## src/rtl/ucaspian_host_pkg.sv

```systemverilog
// rtl/ucaspian_host_pkg.sv - host command opcodes, payload length table and deframer states
package ucaspian_host_pkg;

  localparam logic [7:0] OP_NOOP        = 8'h00;
  localparam logic [7:0] OP_CLEAR       = 8'h01;
  localparam logic [7:0] OP_STEP        = 8'h02;
  localparam logic [7:0] OP_FIRE        = 8'h03;
  localparam logic [7:0] OP_CFG_NEURON  = 8'h10;
  localparam logic [7:0] OP_CFG_SYNAPSE = 8'h11;
  localparam logic [7:0] OP_READ_METRIC = 8'h20;

  typedef enum logic [1:0] {IDLE, PAYLOAD, HOLD} deframer_state_t;

  typedef struct packed {
    logic       known;
    logic [3:0] len;
  } op_info_t;

  function automatic op_info_t op_len(input logic [7:0] op);
    op_info_t r;
    r.known = 1'b1;
    r.len   = 4'd0;
    case (op)
      OP_NOOP, OP_CLEAR:             r.len = 4'd0;
      OP_STEP, OP_FIRE:              r.len = 4'd2;
      OP_CFG_NEURON, OP_CFG_SYNAPSE: r.len = 4'd4;
      OP_READ_METRIC:                r.len = 4'd1;
      default:                       r.known = 1'b0;
    endcase
    return r;
  endfunction

endpackage

```

## src/rtl/host_cmd_deframer.sv

```systemverilog
// rtl/host_cmd_deframer.sv - splits the SPI byte stream into opcode+payload host commands
module host_cmd_deframer
  import ucaspian_host_pkg::*;
#(
  parameter int MAX_BYTES = 4,
  parameter int ERR_W     = 8
) (
  input  logic                         clk,
  input  logic                         reset,
  input  logic                         flush,
  input  logic [7:0]                   in_data,
  input  logic                         in_vld,
  output logic                         in_rdy,
  output logic [7:0]                   out_op,
  output logic [MAX_BYTES*8-1:0]       out_payload,
  output logic [$clog2(MAX_BYTES+1)-1:0] out_len,
  output logic                         out_vld,
  input  logic                         out_rdy,
  output logic                         busy,
  output logic                         err_unknown,
  output logic [ERR_W-1:0]             err_count
);

  localparam int PW = MAX_BYTES * 8;
  localparam int LW = $clog2(MAX_BYTES + 1);

  deframer_state_t state;
  logic [LW-1:0]   remaining;
  op_info_t        dec;
  logic            in_xfer;

  assign dec     = op_len(in_data);
  assign in_rdy  = !flush && (state == IDLE || state == PAYLOAD);
  assign busy    = (state == PAYLOAD) || (state == HOLD);
  assign in_xfer = in_vld && in_rdy;

  always_ff @(posedge clk or negedge reset) begin
    if (!reset) begin
      state       <= IDLE;
      remaining   <= '0;
      out_op      <= '0;
      out_payload <= '0;
      out_len     <= '0;
      out_vld     <= 1'b0;
      err_unknown <= 1'b0;
      err_count   <= '0;
    end else begin
      err_unknown <= 1'b0;
      if (flush) begin
        // a handshake coinciding with flush is void; the held command is simply dropped
        state     <= IDLE;
        out_vld   <= 1'b0;
        remaining <= '0;
      end else begin
        case (state)
          IDLE: begin
            if (in_xfer) begin
              if (!dec.known) begin
                err_unknown <= 1'b1;
                if (err_count != '1) err_count <= err_count + 1'b1;
              end else begin
                out_op      <= in_data;
                out_payload <= '0;
                out_len     <= LW'(dec.len);
                remaining   <= LW'(dec.len);
                if (dec.len == 4'd0) begin
                  state   <= HOLD;
                  out_vld <= 1'b1;
                end else begin
                  state <= PAYLOAD;
                end
              end
            end
          end
          PAYLOAD: begin
            if (in_xfer) begin
              out_payload <= {out_payload[PW-9:0], in_data};
              remaining   <= remaining - 1'b1;
              if (remaining == LW'(1)) begin
                state   <= HOLD;
                out_vld <= 1'b1;
              end
            end
          end
          HOLD: begin
            if (out_rdy) begin
              state   <= IDLE;
              out_vld <= 1'b0;
            end
          end
          default: state <= IDLE;
        endcase
      end
    end
  end

endmodule

```

## config.mk

```make
export PLATFORM = sky130hd
export DESIGN_NAME = host_cmd_deframer
export DESIGN_NICKNAME = d
export VERILOG_FILES = /design/src/rtl/ucaspian_host_pkg.sv /design/src/rtl/host_cmd_deframer.sv
export SDC_FILE = /design/constraint.sdc
export NUM_CORES = 1
export LEC_CHECK = 0
export ABC_AREA = 1
export CAP_MARGIN = 15
export CORE_MARGIN = 2
export CORE_UTILIZATION = 53
export CTS_CLUSTER_SIZE = 12
export DETAILED_ROUTE_END_ITERATION = 12
export PLACE_DENSITY = 0.84
export SYNTH_ARGS = -nofsm -noshare
export SYNTH_HDL_FRONTEND = slang
export SYNTH_SLANG_ARGS = --single-unit
```

## constraint.sdc

```tcl
create_clock -name clk -period 3.55 [get_ports clk]
set_input_delay 0.5325 -clock clk [delete_from_list [all_inputs] [get_ports clk]]
set_output_delay 0.5325 -clock clk [all_outputs]
set_load 0.03 [all_outputs]
```

==> results.yml <==
setup_path:
  cp-end-kind: "output pin"
  crit_buf_inv: 5
  worstSetupPathType: "primary input to output pin"
  critPathTopFamily: "buffers and inverters"
  required_ns: 3.02
  critical_path.startpoint: "flush"
  cpMaxStageDelayCell: "clkdlybuf4s50_1"
  arrival_ns: 2.15
  path_cells: "clkdlybuf4s50_1, inv_2, nand2_2, inv_2, nor2_4, inv_1, clkdlybuf4s50_1"
  reg2reg_from: "state[1]$_DFFE_PN0P_"
  critPathMaxStageDelay_ns: 0.63
  startpoint_type: "primary input"
  worst-path-max-fanout: 6
layout:
  drive_gt1_share_pct: 8.92
  multi_input_area_mm2: 0.00116
  areaGrowthSynthToFinish_pct: 30.1
  n_antenna_cell: 0
  final-seq-area_mm2: 0.00145
  nets: 430
  fillers: 413
global_route:
  track_usage_pct: 23.0
  grt_overflow: 0
  grt_first_pass_wirelength_um: 10800
  grt_max_degree: 42
  antenna_found_initial: 0
  grt_pass1_vias: 2335
cts:
  htreeDepth: 3
  post_cts_resized: 0
  cts_tree: "done"
  cts_setup_buffers: 0
  clockRootBuffer: "clkbuf_8"
  clk_latency_ns: 0.33
  clock-sinks: 58
  postCtsHoldBufs: 0
  cts_inserted_buffers: 9
  clk_pin_slew_ns: 0.07
  max-clock-path-buffers: 2
yosys:
  synthDistinctLibCells: 29
  syn_nets: 364
  syn-mean-instance-area_um2: 8.29
  synthesis.area_mm2: 0.00286
  ys_seq_area_share_pct: 50.7
  yosys_warnings: 0
  ys_seq_elements: 58
  synthCells: 345
pwr:
  leakagePower_uw: 0.00192
  ir_worst_vdd_mv: 0.363
  total_power_uw: 1950
  p_per_area_mw_per_mm2: 523
die:
  coreArea_mm2: 0.00517
  fp.dieH_um: 77.5
  fp-row-count: 26
  initial_core_util_pct: 55.3
  die_area_mm2: 0.00600
  die-width_um: 77.5
  ioPinCount: 68
sta:
  fin_ws_ns: 0.869
  maxSlewViolCount: 0
  setup_viol: 0
  rsz0062_at_grt: "no"
  fin_crit_sh_pct: 75.5
  relSlewSlack_pct: 40.7
  tightest_slew_ns: 0.890
  finClkSkew_ns: 0.00632
  finalHoldViolCount: 0
  period_minus_slack_ns: 2.68
  tns_ns: 0
  fmax_mhz: 373
detailed_routing:
  drcViolationCount: 0
  routedWlPerCell_um: 13.0
  via_per_inst: 5.13
  ant_nets: 0
  route.vias.total: 2490
  drtPass1Iterations: 4
  drt_iter0_markers: 239
  routed_wl_um: 6310
placement:
  dp_hpwl_um: 4480
  place_congestion: 0.898
  port_buffers: 67
  dp_slack_ns: 0.861
run_status:
  outcome: "finished, final reports clean"
flow_run:
  max_cap_viol_count: 0
hold_path:
  hp-class: "primary input to asynchronous set/reset pin"
where the power goes:
group	switching [uW]	leakage [uW]	internal, uW
registers	60.7	0.000780	731
logic	349	0.00105	221
clock network	248	0.0000962	337
total	657	0.00192	1290
per-stage QoR:
stage	utilization (%)	hold WS, ns	instance area (um^2)	cells
final	72.0	0.326	3720	485
after floorplan	-	0.237	2860	345
after CTS	72.0	0.350	3720	485
after global placement	68.4	0.479	3540	470
after detailed placement	68.4	0.490	3540	470
after global routing	72.0	0.404	3720	485
synth_stat cells:
| cell | n | share of area, % |
|---|---|---|
| o21ai_1 | 7 | 1.2 |
| nand2_4 | 1 | 0.39 |
| nand2_2 | 6 | 1.3 |
| xnor2_1 | 3 | 0.92 |
| inv_1 | 37 | 4.9 |
| xnor2_2 | 1 | 0.57 |
| xor2_1 | 2 | 0.61 |
| buf_6 | 4 | 1.6 |
| buf_2 | 7 | 1.2 |
| buf_4 | 1 | 0.26 |
| a31oi_1 | 2 | 0.44 |
| o21ai_2 | 2 | 0.61 |
| nor2_4 | 3 | 1.2 |
| nand4_1 | 1 | 0.22 |
| nor2_2 | 2 | 0.44 |
| nand2_1 | 83 | 11 |
| o21ai_0 | 8 | 1.4 |
| nand3_2 | 1 | 0.35 |
| inv_2 | 4 | 0.52 |
| dfrtp_1 | 58 | 51 |
| a21boi_0 | 1 | 0.26 |
| nor3_1 | 3 | 0.52 |
| o211ai_1 | 1 | 0.26 |
| o21bai_1 | 1 | 0.26 |
| nand3_1 | 70 | 12 |
| a22oi_1 | 1 | 0.26 |
| buf_1 | 3 | 0.39 |
| ha_1 | 6 | 2.6 |
| nor2_1 | 26 | 3.4 |
sequential cells by signal, indices dropped and copies added (netlist names):
signal and cells:
out_payload 32, err_count 8, out_op 8, out_len 3, remaining 3, state 2
err_unknown 1, out_vld 1
cell type report:
cell class                      count  share of cell area [%]
Clock inverter                      3                    1.08
Timing Repair Buffer               70                    18.5
Inverter                           41                    4.13
Sequential cell                    58                    39.0
Clock buffer                       12                    3.90
Multi-Input combinational cell    231                    31.1
Tap cell                           70                    2.35
logic make-up after synthesis:
logic type / count (synthesis) / share of synthesized area, %
fa+ha+maj: 6 / 2.62
simple gates: 196 / 31.0
compound gates: 23 / 4.72
xor+xnor: 6 / 2.10
flops: 58 / 50.7
buf+inv: 56 / 8.84
final timing paths:
| path | to | slack [ns] | cells after the start |
|---|---|---|---|
| worst min-delay path | out_payload[18]$_DFFE_PN0P_ | 0.33 | 1 |
| worst max-delay path | in_rdy | 0.87 | 7 |
| worst min register to register | out_op[6]$_DFFE_PN0P_ | 0.50 | 2 |
| max in group asynchronous | out_op[7]$_DFFE_PN0P_ | 2.44 | 2 |
| min in group clk | out_op[6]$_DFFE_PN0P_ | 0.50 | 2 |
| worst max register to register | out_payload[10]$_DFFE_PN0P_ | 1.35 | 10 |
routing by layer:
layer	track usage [%]	up-vias	wire, um
met1	29.6	1163	2790
met5	0	-	0
met2	37.4	78	3100
li1	-	1233	-
met3	3.84	16	267
met4	12.0	0	148
placed cells by master (no fill, tap or decap):
master           synthesis  routed
inv_2                    4       4
xor2_1                   2       2
nor2_4                   3       3
nand2_1                 83      83
nand3_1                 70      70
o211ai_1                 1       1
nor3_1                   3       3
clkdlybuf4s50_1          0      66
ha_1                     6       6
nand4_1                  1       1
nand2_2                  6       6
inv_1                   37      37
bufinv_16                0       1
nand3_2                  1       1
buf_2                    7       1
xnor2_1                  3       3
a21boi_0                 1       1
o21bai_1                 1       1
clkbuf_8                 0      10
nor2_1                  26      26
o21ai_2                  2       2
clkbuf_1                 0       2
dfrtp_1                 58      58
o21ai_1                  7       7
o21ai_0                  8       8
nand2_4                  1       1
a31oi_1                  2       2
clkinv_2                 0       2
buf_4                    1       3
xnor2_2                  1       1
nor2_2                   2       2
a22oi_1                  1       1
(Power assumes the default switching activity.)
